===== src/rtl/multi_cycle_control_unit.sv =====
// -----------------------------------------------------------------------------
// multi_cycle_control_unit
//
// Control FSM for the multi-cycle CPU datapath. Each instruction is walked
// through IF / ID / EXE / MEM / WB. The 6-bit opcode is decoded, and every
// datapath enable is raised only in the phase where the datapath may act on it.
// The PC advances exactly once per instruction. halt is the exception: it
// never advances the PC, so it refetches itself forever.
//
// Only the state is registered. Every output is combinational from
// (state, opcode, zero, sign). Because of that, an asynchronous reset drops
// every write strobe in the same instant it forces the state to sIF.
//
// Ports
//   CLK        in   system clock, rising edge
//   Reset      in   asynchronous, active-low; 0 forces state to sIF
//   opcode     in   IR[31:26]; IR holds it stable outside sIF
//   zero       in   ALU result == 0, meaningful in sEXE_BR
//   sign       in   ALU result[31], meaningful in sEXE_BR
//   state      out  current FSM state (also serves as the debug view)
//   PCWre      out  PC write enable
//   IRWre      out  instruction register load
//   InsMemRW   out  instruction memory read
//   ExtSel     out  1 = sign-extend imm16, 0 = zero-extend
//   ALUSrcA    out  1 = shamt, 0 = rs data
//   ALUSrcB    out  1 = extended imm, 0 = rt data
//   ALUOp      out  000 add, 001 sub, 010 and, 011 or, 100 xor, 101 sll, 110 slt
//   RegWre     out  register file write enable
//   RegDst     out  00 = $31, 01 = rt, 10 = rd
//   WrRegDSrc  out  1 = DBData, 0 = PC+4 (jal link value)
//   DBDataSrc  out  1 = data memory, 0 = ALU result
//   mRD        out  data memory read
//   mWR        out  data memory write
//   PCSrc      out  00 = PC+4, 01 = branch target, 10 = jr rs, 11 = jump target
//
// Handshake note: this block has no valid/ready interfaces. The datapath
// samples each strobe on the rising edge that ends the state which raised it.
// -----------------------------------------------------------------------------
module multi_cycle_control_unit #(
  parameter int OPW = 6,
  parameter int STW = 3
) (
  input  logic           CLK,
  input  logic           Reset,
  input  logic [OPW-1:0] opcode,
  input  logic           zero,
  input  logic           sign,
  output logic [STW-1:0] state,
  output logic           PCWre,
  output logic           IRWre,
  output logic           InsMemRW,
  output logic           ExtSel,
  output logic           ALUSrcA,
  output logic           ALUSrcB,
  output logic [2:0]     ALUOp,
  output logic           RegWre,
  output logic [1:0]     RegDst,
  output logic           WrRegDSrc,
  output logic           DBDataSrc,
  output logic           mRD,
  output logic           mWR,
  output logic [1:0]     PCSrc
);

  // ---------------------------------------------------------------------------
  // State encoding (fixed; visible on the state output)
  // ---------------------------------------------------------------------------
  typedef enum logic [STW-1:0] {
    S_IF     = 3'b000,
    S_ID     = 3'b001,
    S_EXE_LS = 3'b010,
    S_MEM    = 3'b011,
    S_WB_L   = 3'b100,
    S_EXE_BR = 3'b101,
    S_EXE_AL = 3'b110,
    S_WB_AL  = 3'b111
  } state_t;

  // ---------------------------------------------------------------------------
  // Opcodes
  // ---------------------------------------------------------------------------
  localparam logic [OPW-1:0] OP_ADD   = 6'b000000;
  localparam logic [OPW-1:0] OP_SUB   = 6'b000001;
  localparam logic [OPW-1:0] OP_ADDIU = 6'b000010;
  localparam logic [OPW-1:0] OP_AND   = 6'b010000;
  localparam logic [OPW-1:0] OP_ANDI  = 6'b010001;
  localparam logic [OPW-1:0] OP_ORI   = 6'b010010;
  localparam logic [OPW-1:0] OP_XORI  = 6'b010011;
  localparam logic [OPW-1:0] OP_OR    = 6'b010100;
  localparam logic [OPW-1:0] OP_SLL   = 6'b011000;
  localparam logic [OPW-1:0] OP_SLTI  = 6'b100110;
  localparam logic [OPW-1:0] OP_SLT   = 6'b100111;
  localparam logic [OPW-1:0] OP_SW    = 6'b110000;
  localparam logic [OPW-1:0] OP_LW    = 6'b110001;
  localparam logic [OPW-1:0] OP_BEQ   = 6'b110100;
  localparam logic [OPW-1:0] OP_BNE   = 6'b110101;
  localparam logic [OPW-1:0] OP_BLTZ  = 6'b110110;
  localparam logic [OPW-1:0] OP_J     = 6'b111000;
  localparam logic [OPW-1:0] OP_JR    = 6'b111001;
  localparam logic [OPW-1:0] OP_JAL   = 6'b111010;
  localparam logic [OPW-1:0] OP_HALT  = 6'b111111;

  localparam logic [2:0] ALU_ADD = 3'b000;
  localparam logic [2:0] ALU_SUB = 3'b001;
  localparam logic [2:0] ALU_AND = 3'b010;
  localparam logic [2:0] ALU_OR  = 3'b011;
  localparam logic [2:0] ALU_XOR = 3'b100;
  localparam logic [2:0] ALU_SLL = 3'b101;
  localparam logic [2:0] ALU_SLT = 3'b110;

  localparam logic [1:0] DST_RA = 2'b00;
  localparam logic [1:0] DST_RT = 2'b01;
  localparam logic [1:0] DST_RD = 2'b10;

  localparam logic [1:0] PC_SEQ  = 2'b00;
  localparam logic [1:0] PC_BR   = 2'b01;
  localparam logic [1:0] PC_JR   = 2'b10;
  localparam logic [1:0] PC_JUMP = 2'b11;

  // ---------------------------------------------------------------------------
  // Opcode decode: instruction class plus the datapath selects, which stay
  // constant for as long as IR holds the opcode.
  // ---------------------------------------------------------------------------
  logic       is_alu, is_lw, is_sw, is_beq, is_bne, is_bltz;
  logic       is_j, is_jr, is_jal, is_halt;
  logic [2:0] dec_alu_op;
  logic       dec_src_a, dec_src_b, dec_ext;
  logic [1:0] dec_reg_dst;

  always_comb begin
    is_alu      = 1'b0;
    is_lw       = 1'b0;
    is_sw       = 1'b0;
    is_beq      = 1'b0;
    is_bne      = 1'b0;
    is_bltz     = 1'b0;
    is_j        = 1'b0;
    is_jr       = 1'b0;
    is_jal      = 1'b0;
    is_halt     = 1'b0;
    dec_alu_op  = ALU_ADD;
    dec_src_a   = 1'b0;
    dec_src_b   = 1'b0;
    dec_ext     = 1'b1;
    dec_reg_dst = DST_RT;
    unique case (opcode)
      OP_ADD:   begin is_alu = 1'b1; dec_reg_dst = DST_RD; end
      OP_SUB:   begin is_alu = 1'b1; dec_reg_dst = DST_RD; dec_alu_op = ALU_SUB; end
      OP_ADDIU: begin is_alu = 1'b1; dec_src_b = 1'b1; end
      OP_AND:   begin is_alu = 1'b1; dec_reg_dst = DST_RD; dec_alu_op = ALU_AND; end
      OP_ANDI:  begin is_alu = 1'b1; dec_src_b = 1'b1; dec_ext = 1'b0; dec_alu_op = ALU_AND; end
      OP_ORI:   begin is_alu = 1'b1; dec_src_b = 1'b1; dec_ext = 1'b0; dec_alu_op = ALU_OR; end
      OP_XORI:  begin is_alu = 1'b1; dec_src_b = 1'b1; dec_ext = 1'b0; dec_alu_op = ALU_XOR; end
      OP_OR:    begin is_alu = 1'b1; dec_reg_dst = DST_RD; dec_alu_op = ALU_OR; end
      OP_SLL:   begin is_alu = 1'b1; dec_reg_dst = DST_RD; dec_src_a = 1'b1; dec_alu_op = ALU_SLL; end
      OP_SLTI:  begin is_alu = 1'b1; dec_src_b = 1'b1; dec_alu_op = ALU_SLT; end
      OP_SLT:   begin is_alu = 1'b1; dec_reg_dst = DST_RD; dec_alu_op = ALU_SLT; end
      OP_SW:    begin is_sw  = 1'b1; dec_src_b = 1'b1; end
      OP_LW:    begin is_lw  = 1'b1; dec_src_b = 1'b1; end
      OP_BEQ:   begin is_beq = 1'b1; dec_alu_op = ALU_SUB; end
      OP_BNE:   begin is_bne = 1'b1; dec_alu_op = ALU_SUB; end
      OP_BLTZ:  begin is_bltz = 1'b1; dec_alu_op = ALU_SUB; end
      OP_J:     begin is_j   = 1'b1; dec_reg_dst = DST_RA; end
      OP_JR:    begin is_jr  = 1'b1; dec_reg_dst = DST_RA; end
      OP_JAL:   begin is_jal = 1'b1; dec_reg_dst = DST_RA; end
      OP_HALT:  begin is_halt = 1'b1; dec_reg_dst = DST_RA; end
      default:  begin dec_reg_dst = DST_RA; end  // undefined opcode -> nop
    endcase
  end

  logic is_ls, is_br, br_taken, id_retires;

  assign is_ls    = is_lw | is_sw;
  assign is_br    = is_beq | is_bne | is_bltz;
  assign br_taken = (is_beq & zero) | (is_bne & ~zero) | (is_bltz & sign);
  // j, jr, jal and nop all finish in ID. halt also returns to IF from ID,
  // but it never advances the PC.
  assign id_retires = ~(is_alu | is_ls | is_br | is_halt);

  // ---------------------------------------------------------------------------
  // State register
  // ---------------------------------------------------------------------------
  state_t state_q, state_d;

  always_ff @(posedge CLK or negedge Reset) begin
    if (!Reset) state_q <= S_IF;
    else        state_q <= state_d;
  end

  assign state = state_q;

  // ---------------------------------------------------------------------------
  // Next state and strobes. Every strobe defaults to 0, so a strobe can be
  // high only in the single state arm that names it.
  // ---------------------------------------------------------------------------
  always_comb begin
    state_d  = S_IF;
    PCWre    = 1'b0;
    IRWre    = 1'b0;
    InsMemRW = 1'b0;
    RegWre   = 1'b0;
    mRD      = 1'b0;
    mWR      = 1'b0;
    PCSrc    = PC_SEQ;
    unique case (state_q)
      S_IF: begin
        IRWre    = 1'b1;
        InsMemRW = 1'b1;
        state_d  = S_ID;
      end
      S_ID: begin
        PCWre  = id_retires;
        RegWre = is_jal;
        if (is_j | is_jal) PCSrc = PC_JUMP;
        else if (is_jr)    PCSrc = PC_JR;
        if (is_alu)     state_d = S_EXE_AL;
        else if (is_ls) state_d = S_EXE_LS;
        else if (is_br) state_d = S_EXE_BR;
        else            state_d = S_IF;
      end
      S_EXE_AL: state_d = S_WB_AL;
      S_WB_AL: begin
        PCWre   = 1'b1;
        RegWre  = 1'b1;
        state_d = S_IF;
      end
      S_EXE_BR: begin
        PCWre   = 1'b1;
        PCSrc   = br_taken ? PC_BR : PC_SEQ;
        state_d = S_IF;
      end
      S_EXE_LS: state_d = S_MEM;
      S_MEM: begin
        mRD     = is_lw;
        mWR     = is_sw;
        PCWre   = is_sw;
        state_d = is_lw ? S_WB_L : S_IF;
      end
      S_WB_L: begin
        PCWre   = 1'b1;
        RegWre  = 1'b1;
        state_d = S_IF;
      end
      default: state_d = S_IF;
    endcase
  end

  // Datapath selects follow the decode directly. ALUOp is pinned to add in
  // IF so that the reset and fetch view does not depend on the stale IR.
  assign ExtSel    = dec_ext;
  assign ALUSrcA   = dec_src_a;
  assign ALUSrcB   = dec_src_b;
  assign RegDst    = dec_reg_dst;
  assign WrRegDSrc = ~is_jal;
  assign DBDataSrc = is_lw;
  assign ALUOp     = (state_q == S_IF) ? ALU_ADD : dec_alu_op;

endmodule

===== config.mk =====
export PLATFORM = sky130hd
export DESIGN_NAME = multi_cycle_control_unit
export DESIGN_NICKNAME = d
export VERILOG_FILES = /design/src/rtl/multi_cycle_control_unit.sv
export SDC_FILE = /design/constraint.sdc
export NUM_CORES = 1
export LEC_CHECK = 0
export CAP_MARGIN = 20
export CORE_MARGIN = 2
export CORE_UTILIZATION = 30
export CTS_BUF_LIST = sky130_fd_sc_hd__clkbuf_8
export DETAILED_ROUTE_END_ITERATION = 6
export GPL_ROUTABILITY_DRIVEN = 0
export PLACE_DENSITY = 0.63
export SKIP_LAST_GASP = 1
export SLEW_MARGIN = 25
export SYNTH_ARGS = -nofsm -noshare
export SYNTH_HDL_FRONTEND = slang
export SYNTH_SLANG_ARGS = --single-unit

===== constraint.sdc =====
create_clock -name CLK -period 2.5 [get_ports CLK]
set_input_delay 0.625 -clock CLK [delete_from_list [all_inputs] [get_ports CLK]]
set_output_delay 0.625 -clock CLK [all_outputs]
set_load 0.02 [all_outputs]

Word-level counts from Yosys, hierarchy flattened

Index checks and enable logic that the tools add are counted.

Equal/unequal tests: 26
Mux-type cells: 30
Bitwise gates (word level): 15
Reduce and logical (&&, ||, !) cells: 13

Operators by type and width:

| kind                                           | number |
|---|---|
| == test 6 bit (second input constant)          | 11 |
| == test 6 x 5 -> 1 bit (second input constant) | 6 |
| case mux 3 bit (6 select lines)                | 2 |
| two-way mux 1 bit                              | 17 |
| two-way mux 3 bit                              | 5 |
| == test 3 bit (second input constant)          | 4 |
| OR reduction 11 bit                            | 1 |
| OR reduction 10 bit                            | 1 |
| OR 1 bit                                       | 9 |
| case mux 2 bit (2 select lines)                | 2 |
| OR reduction 2 bit                             | 4 |
| OR reduction 7 bit                             | 1 |
| == test 3 x 2 -> 1 bit (second input constant) | 2 |
| == test 6 x 1 -> 1 bit (second input constant) | 1 |
| == test 6 x 2 -> 1 bit (second input constant) | 1 |
| zero test 6 bit                                | 1 |
| OR reduction 3 bit                             | 2 |
| OR reduction 6 bit                             | 1 |
| two-way mux 2 bit                              | 2 |
| OR reduction 4 bit                             | 1 |
| AND 1 bit                                      | 3 |
| == test 3 x 1 -> 1 bit (second input constant) | 1 |
| zero test 3 bit                                | 1 |
| NOT 1 bit                                      | 3 |
| 2 further kinds                                | 2 |

Bits in registers: 3
Output and inout port bits: 21

Longest topological paths before layout

Gate-level depths: netlist of the first run.

Depth after elaboration: 8
Mapped depth: 7
Gate-level depth less buffers: 5

Least setup slack after synthesis of the first run

OpenSTA, ideal clock, no wires.

Path kind: input-to-output
Start: input port opcode[2]
End: output port PCWre
Data arrival time: 1.885 ns
Setup slack: -0.010 ns
Cell stages on the path: 6
Buffers on the path: 1
Path through: buf_4 -> nor2_2 -> a21o_1 -> a22oi_1 -> nor2_1 -> o31ai_1

Word-level cells in the longest chain between the ends: 8
Elaborated cells on any way between the ends: 33
Classes of those cells: eq/ne: 16; mux: 8; bitwise: 7; reduce/logical: 2

RTL lines:

| element                                                                          | line     | source |
|---|---|---|
| start: declaration                                                               | 45       | `input logic [OPW-1:0] opcode,` |
| == test 6 bit (tied with other cells)                                            | 146      | `unique case (opcode)` |
| OR reduction 11 bit (no source line) / two-way mux 1 bit (equally long branches) | -        |  |
| two-way mux 1 bit (tied with other cells)                                        | 146      |  |
| OR 1 bit, on equally long branches                                               | 178, 174 |  |
| OR 1 bit (2 in a row)                                                            | 178      | `assign id_retires = ~(is_alu \| is_ls \| is_br \| is_halt);` |
| NOT 1 bit                                                                        | 178      |  |
| case mux 1 bit (3 select lines) (*)                                              | 205      | `unique case (state_q)` |
| end: declaration                                                                 | 49       | `output logic PCWre,` |

Mark *: on every way between the ends. The rest lies on a longest branch, timed or not.

Worst setup path in the final report of the first run

Start: input port opcode[4]
End: output port PCWre

Same word-level chain as after synthesis.

==> Implementation_results.wiki, run 1 <==
{| class="wikitable"
! Metric !! Value
|-
| Status || finished, final reports clean
|-
| Worst Clk Skew || 0.000238 ns
|-
| Design Power || 0.754 mW
|-
| Length of the first detailed-routing pass in iterations || 4
|-
| Power share of the sequential group || 11.5%
|-
| Worst skew pair latency || 0.22 ns
|-
| TNS Setup || 0 ns
|-
| Count of buffers inserted at the top-level ports || 30
|-
| Worst setup path category || input pin to primary output
|-
| DRT antenna net count || 0
|-
| Arrival @ worst endpoint || 1.85 ns
|-
| Number of clock sinks seen by CTS || 3
|-
| Element type at the critical path start || input pin
|-
| Area of all sequential standard cells || 75.1 um^2
|-
| Placed Area || 1270 um^2
|-
| Root buffer cell || sky130_fd_sc_hd__clkbuf_8
|-
| Initial DRC count || 18
|-
| Std-Cell Rows || 17
|-
| First-pass GRT wire length || 4600 um
|-
| Share of layout cells above drive strength 1 || 56.6%
|-
| Synth area leaders || sky130_fd_sc_hd__dfrtp_1 11%, sky130_fd_sc_hd__nor2b_1 7.5%, sky130_fd_sc_hd__a21oi_1 6.8%, sky130_fd_sc_hd__o21ai_0 5.3%, sky130_fd_sc_hd__nand2_1 5.1%
|-
| Flip-flop count of the largest register, all copies and words added || 3
|-
| Share of the core filled with cells || 68.0%
|-
| Post-cts hold buffer count || 0
|-
| Worst reg2reg path depth || 4
|-
| Pint || 0.426 mW
|-
| Leakage power total || 0.670 nW
|-
| Maximum buffer depth of the clock tree || 2
|-
| Max-cap violations || 0
|-
| Starting density of the core || 30.9%
|-
| Post-synthesis cell type with the largest combined area || sky130_fd_sc_hd__dfrtp_1
|-
| Number of cells in the finished layout apart from fillers || 201
|-
| Delay of the slowest cell on the worst path || 0.25 ns
|-
| Routed wire length per instance || 15.2 um
|-
| Max Fanout on Critical Path || 8
|-
| Post-Place Setup Slack || -0.838 ns
|-
| Largest delay share family, worst path || buffers and inverters
|-
| Final instance area || 1460 um^2
|-
| Worst Hold Class || input pin to async pin
|-
| Setup violation total in the final timing report || 0
|-
| Clk pin slew, worst setup/hold paths || 0.03 ns
|-
| Ratio of routed vias to standard cells || 5.40
|-
| Sum of routed wire length over all layers || 3060 um
|-
| Ports || 31
|-
| Worst reg2reg path endpoint || state[2]
|-
| Width of the chip || 51.1 um
|-
| Crit-path slowest cell || sky130_fd_sc_hd__o31ai_2
|-
| Proportion of netlist area held by the largest area contributor || 11.3%
|-
| Seq cells post-synth || 3
|-
| Total number of H-tree levels || 1
|-
| Average footprint of a synthesized cell || 6.78 um^2
|-
| Share of total power in the clock network || 18.2%
|-
| Final critical-path share of the clock period || 98.8%
|-
| GRT Resource Usage Total || 23.2%
|-
| Leading register cell type out of synthesis || sky130_fd_sc_hd__dfrtp_1
|-
| DRC violation count after routing || 0
|-
| Post-Syn Nets || 108
|-
| Post-layout net count || 184
|-
| Number of instances in the placed design || 190
|-
| Register-to-register setup slack || 1.39 ns
|-
| RR Startpoint || state[1]
|-
| Die Ht || 51.1 um
|-
| Worst setup slack after layout || 0.0293 ns
|-
| Worst IR drop on VDD || 0.000451 V
|-
| Worst hold margin || 0.589 ns
|-
| Final-report hold violation count || 0
|-
| Minimum period implied by the final worst setup slack || 2.47 ns
|-
| Synthesis Warnings || 0
|-
| List of cells traversed by the critical path || dlygate4sd2_1 -> buf_6 -> buf_4 -> a21oi_4 -> o32ai_4 -> o31ai_2 -> buf_4
|-
| Initial antenna violation count || 0
|-
| Congestion Overflow GR || 0
|-
| Portion of total power attributed to combinational logic || 70.3%
|-
| Final Max Slew Viols || 0
|-
| Area of the multi-input gates || 668 um^2
|-
| Core footprint || 2150 um^2
|-
| Diodes inserted || 0
|-
| Top post-synthesis cells by count || 9 x sky130_fd_sc_hd__a21oi_1, 9 x sky130_fd_sc_hd__nand2_1, 9 x sky130_fd_sc_hd__nor2_1, 8 x sky130_fd_sc_hd__nor2b_1, 7 x sky130_fd_sc_hd__o21ai_0
|-
| Hpwl dp || 2020 um
|-
| Net Sw Power || 0.328 mW
|-
| Relative max-transition margin || 83.7%
|-
| Die outline area || 2610 um^2
|-
| Number of global-route vias before repair || 1074
|-
| Netlist area before placement || 664 um^2
|-
| Highest clock frequency the design can meet || 0.405 GHz
|-
| Most Frequent Cell on Critical Path || sky130_fd_sc_hd__buf_4
|-
| Synthesis-to-finish area growth || 120%
|-
| Count of unique library cells instantiated by Yosys || 39
|-
| Fillers || 175
|-
| TritonCTS clock tree || yes
|-
| Largest net degree at the start of global routing || 13
|-
| Required time worst endpoint || 1.88 ns
|-
| Number of enable flip-flop cells after synthesis || 0
|-
| RSZ-0062 raised after global routing || yes
|-
| CTS buffer count || 3
|-
| Post-synth ARST share || 100%
|-
| Count of mapped cells out of synthesis || 98
|-
| Cell area power density || 517 nW/um^2
|-
| Sw Share || 43.5%
|-
| Fraction of the yosys area taken by sequential cells || 11.3%
|-
| Category of the worst setup path capture point || primary output
|-
| Number of buffer and inverter stages on the critical path || 4
|-
| Transition time at the pin with the least slew margin || 0.243 ns
|-
| Number of vias in the routed layout || 1086
|}
[cell families after synthesis]
| kind of cell | Yosys count | synth area share [%] |
|---|---|---|
| buffers and inverters | 9 | 9.04 |
| AO/OA/AOI/OAI | 31 | 30.1 |
| AND/OR/NAND/NOR | 52 | 45.2 |
| flip-flops | 3 | 11.3 |
| XOR/XNOR | 1 | 1.32 |
| multiplexers | 2 | 3.01 |
[area by class of cell]
class                           count  area share, %
Multi-Input combinational cell     86           45.8
Timing Repair Buffer               80           43.6
Sequential cell                     3           5.14
Clock buffer                        3           2.83
Tap cell                           28           2.40
Clock inverter                      1          0.257
[layer usage]
metal | GRT usage (%) | share of wire, % | vias to the layer above
li1 | - | - | 510
met1 | 23.5 | 36 | 499
met2 | 44.2 | 51 | 58
met3 | 2.05 | 5.8 | 19
met4 | 15.8 | 6.7 | 0
met5 | 0 | 0 | -
[power groups by stage]
stage	Clock [mW]	Sequential, mW	Combinational [mW]
2_1_floorplan	0	0.112	0.219
3_3_place_gp	0	0.0861	0.488
3_5_place_dp	0	0.0870	0.491
4_1_cts	0.139	0.0868	0.512
5_1_grt	0.142	0.0894	0.561
6_report	0.137	0.0871	0.530
[worst max path at each step]
stage,from,endpoint,slack (ns),cells past startpoint
2_1_floorplan,opcode[2],RegWre,0.01,4
3_3_place_gp,opcode[2],PCWre,-0.81,7
3_5_place_dp,opcode[2],PCWre,-0.84,7
4_1_cts,opcode[5],PCWre,-0.002,8
5_1_grt,opcode[4],RegDst[1],-0.02,7
6_report,opcode[4],PCWre,0.03,7
[layout by cell type, fill, tap and decap left out, types with 2 or more instances in the layout]
cell	count
sky130_fd_sc_hd__clkbuf_2	3
sky130_fd_sc_hd__nand2_4	2
sky130_fd_sc_hd__buf_2	7
sky130_fd_sc_hd__dfrtp_1	3
sky130_fd_sc_hd__nor2_1	7
sky130_fd_sc_hd__nor2_4	2
sky130_fd_sc_hd__a21o_1	2
sky130_fd_sc_hd__o21ai_1	6
sky130_fd_sc_hd__dlygate4sd2_1	3
sky130_fd_sc_hd__nand2b_1	3
sky130_fd_sc_hd__nor3_1	3
sky130_fd_sc_hd__a21oi_1	4
sky130_fd_sc_hd__clkbuf_8	3
sky130_fd_sc_hd__or2_1	2
sky130_fd_sc_hd__nor2b_2	3
sky130_fd_sc_hd__nand3_1	3
sky130_fd_sc_hd__mux2i_1	2
sky130_fd_sc_hd__buf_6	7
sky130_fd_sc_hd__a21oi_2	4
sky130_fd_sc_hd__nor2b_1	4
sky130_fd_sc_hd__clkdlybuf4s15_2	3
sky130_fd_sc_hd__nor3_2	2
sky130_fd_sc_hd__buf_4	49
sky130_fd_sc_hd__nand3b_1	2
sky130_fd_sc_hd__clkdlybuf4s50_1	8
sky130_fd_sc_hd__o21ai_0	2
sky130_fd_sc_hd__nand2_1	8
[repair_timing]
item	4_1_cts	5_1_grt
resized for setup	105	22
setup endpoints to repair	16	9
pin swaps	6	3
buffers inserted	6	0
cloned	0	1
(Power assumes the default switching activity.)
==> run 2: changes to the inputs <==
Settings changed: DONT_BUFFER_PORTS set to 1, PLACE_DENSITY 0.63 to 0.45.
==> run 2 against run 1 <==
Compared with the run above: via count fell by 31%; largest cell class unchanged; highest routed layer unchanged; maximum frequency rose by 8.0%; largest power group unchanged; critical path type is now register to primary output; critical endpoint unchanged; clock power about the same.
==> Implementation_results.wiki, run 2 (synthesized netlist as in run 1, its figures left out) <==
{| class="wikitable"
! Metric !! Value
|-
| Flip-flop count of the largest register, all copies and words added || 3
|-
| Number of cells in the finished layout apart from fillers || 132
|-
| Die Ht || 51.1 um
|-
| Clk pin slew, worst setup/hold paths || 0.03 ns
|-
| Commonest non-fill, non-tap cell in the layout || sky130_fd_sc_hd__buf_4
|-
| Power share of the sequential group || 22.5%
|-
| Worst skew pair latency || 0.22 ns
|-
| Routed wire length per instance || 15.4 um
|-
| Placed Area || 732 um^2
|-
| Status || finished, final reports clean
|-
| Worst setup slack after layout || 0.212 ns
|-
| Share of total power in the clock network || 25.6%
|-
| Count of buffers inserted at the top-level ports || 0
|-
| Post-layout net count || 115
|-
| Leakage power total || 0.284 nW
|-
| Post-Place Setup Slack || 0.295 ns
|-
| GRT Resource Usage Total || 15.8%
|-
| Net Sw Power || 0.252 mW
|-
| Setup violation total in the final timing report || 0
|-
| Fillers || 244
|-
| Number of clock sinks seen by CTS || 3
|-
| Portion of total power attributed to combinational logic || 51.9%
|-
| Total number of H-tree levels || 1
|-
| Startpoint of the most critical setup path || state[1]
|-
| Setup fix buffers added after clock tree synthesis || 0
|-
| Area of all sequential standard cells || 76.3 um^2
|-
| Worst setup path category || register to primary output
|-
| Sum of routed wire length over all layers || 2030 um
|-
| TNS Setup || 0 ns
|-
| Final-report hold violation count || 0
|-
| Synthesis-to-finish area growth || 17.1%
|-
| First-pass GRT wire length || 3210 um
|-
| Area of the multi-input gates || 539 um^2
|-
| RR Startpoint || state[1]
|-
| Starting density of the core || 30.9%
|-
| Number of vias in the routed layout || 750
|-
| Max Fanout on Critical Path || 8
|-
| Largest net degree at the start of global routing || 18
|-
| DRT antenna net count || 0
|-
| Initial DRC count || 19
|-
| CTS buffer count || 3
|-
| Share of layout cells above drive strength 1 || 20.2%
|-
| Worst IR drop on VDD || 0.000313 V
|-
| Final critical-path share of the clock period || 91.5%
|-
| Wire length on met3 || 146 um
|-
| Pint || 0.283 mW
|-
| Hpwl dp || 1540 um
|-
| Cell area power density || 687 nW/um^2
|-
| RSZ-0062 raised after global routing || no
|-
| Sw Share || 47.2%
|-
| Congestion Overflow GR || 0
|-
| Maximum buffer depth of the clock tree || 2
|-
| Routed length on met1 || 897 um
|-
| Root buffer cell || sky130_fd_sc_hd__clkbuf_8
|-
| Ratio of routed vias to standard cells || 5.68
|-
| Length of the first detailed-routing pass in iterations || 4
|-
| Highest Signal Layer || met4
|-
| Transition time at the pin with the least slew margin || 0.531 ns
|-
| Worst Clk Skew || 0.000847 ns
|-
| Post-cts hold buffer count || 0
|-
| Category of the worst setup path capture point || primary output
|-
| Max-cap violations || 0
|-
| Worst Hold Class || input pin to async pin
|-
| Ports || 31
|-
| Number of global-route vias before repair || 680
|-
| Initial antenna violation count || 0
|-
| Detailed route wirelength on metal2 || 965 um
|-
| Highest clock frequency the design can meet || 0.437 GHz
|-
| DRC violation count after routing || 0
|-
| Required time worst endpoint || 1.88 ns
|-
| Die outline area || 2610 um^2
|-
| Worst hold margin || 0.105 ns
|-
| Final instance area || 778 um^2
|-
| Element type at the critical path start || register
|-
| TritonCTS clock tree || yes
|-
| Number of instances in the placed design || 128
|-
| Arrival @ worst endpoint || 1.66 ns
|-
| Final Max Slew Viols || 0
|-
| Diodes inserted || 0
|-
| Minimum period implied by the final worst setup slack || 2.29 ns
|-
| Most frequent cells in the layout || 11 x sky130_fd_sc_hd__buf_4, 9 x sky130_fd_sc_hd__nor2_1, 9 x sky130_fd_sc_hd__nand2_1, 9 x sky130_fd_sc_hd__a21oi_1, 8 x sky130_fd_sc_hd__nor2b_1
|-
| Relative max-transition margin || 64.6%
|-
| Core footprint || 2150 um^2
|-
| Width of the chip || 51.1 um
|-
| Std-Cell Rows || 17
|}
==> run 2: cell type report <==
class                   instances  area share (%)
repair buffers                 11            10.6
clock buffers                   3            5.31
clock inverters                 1           0.482
multi-input cells              86            69.3
flip-flops and latches          3            9.81
well taps                      28            4.50
==> run 2: metrics by stage <==
step           total power, mW  util (%)
3_5_place_dp             0.403      34.1
4_1_cts                  0.542      36.2
5_1_grt                  0.580      36.2
2_1_floorplan            0.331         -
6_report                 0.535      36.2
3_3_place_gp             0.401      34.1
==> run 2: path summary, 6_finish.rpt <==
check                            to  depth (start not counted)  slack [ns]
setup / recovery              PCWre                          5        0.21
hold / removal             state[1]                          0        0.11
setup reg to reg           state[2]                          4        1.28
hold reg to reg            state[0]                          1        0.62
max in group asynchronous  state[1]                          0        2.32
min in group CLK           state[2]                          2        0.61
==> run 2: timing repair <==
| action | in CTS | in global routing |
|---|---|---|
| gates resized for setup | 0 | 1 |
| hold endpoints to repair | 0 | 0 |
| setup endpoints to repair | 0 | 1 |
==> run 2: worst max-delay path, cell delays in order, from the launching register on <==
cell,delay [ns]
sky130_fd_sc_hd__dfrtp_2,0.48
sky130_fd_sc_hd__nand2b_1,0.24
sky130_fd_sc_hd__nor2_1,0.20
sky130_fd_sc_hd__o21ai_0,0.14
sky130_fd_sc_hd__o31ai_2,0.21
sky130_fd_sc_hd__buf_4,0.18
==> run 2: power groups by stage <==
stage / clock network, mW / logic, mW / registers, mW
after global routing: 0.148 / 0.304 / 0.128
final: 0.137 / 0.278 / 0.121
after CTS: 0.141 / 0.282 / 0.120
after detailed placement: 0 / 0.281 / 0.122
after global placement: 0 / 0.281 / 0.119
after floorplan: 0 / 0.219 / 0.112
==> run 2: routing by layer <==
layer / vias up / GRT usage [%]
li1: 371 / -
met1: 348 / 20.8
met2: 28 / 23.2
met3: 3 / 4.09
met4: 0 / 8.56
met5: - / 0
==> run 3: changes to the inputs <==
Settings changed: SLEW_MARGIN 25 to not set.
==> results of run 3 <==
No change in the layout: final DEF, timing and power equal those of run 2.
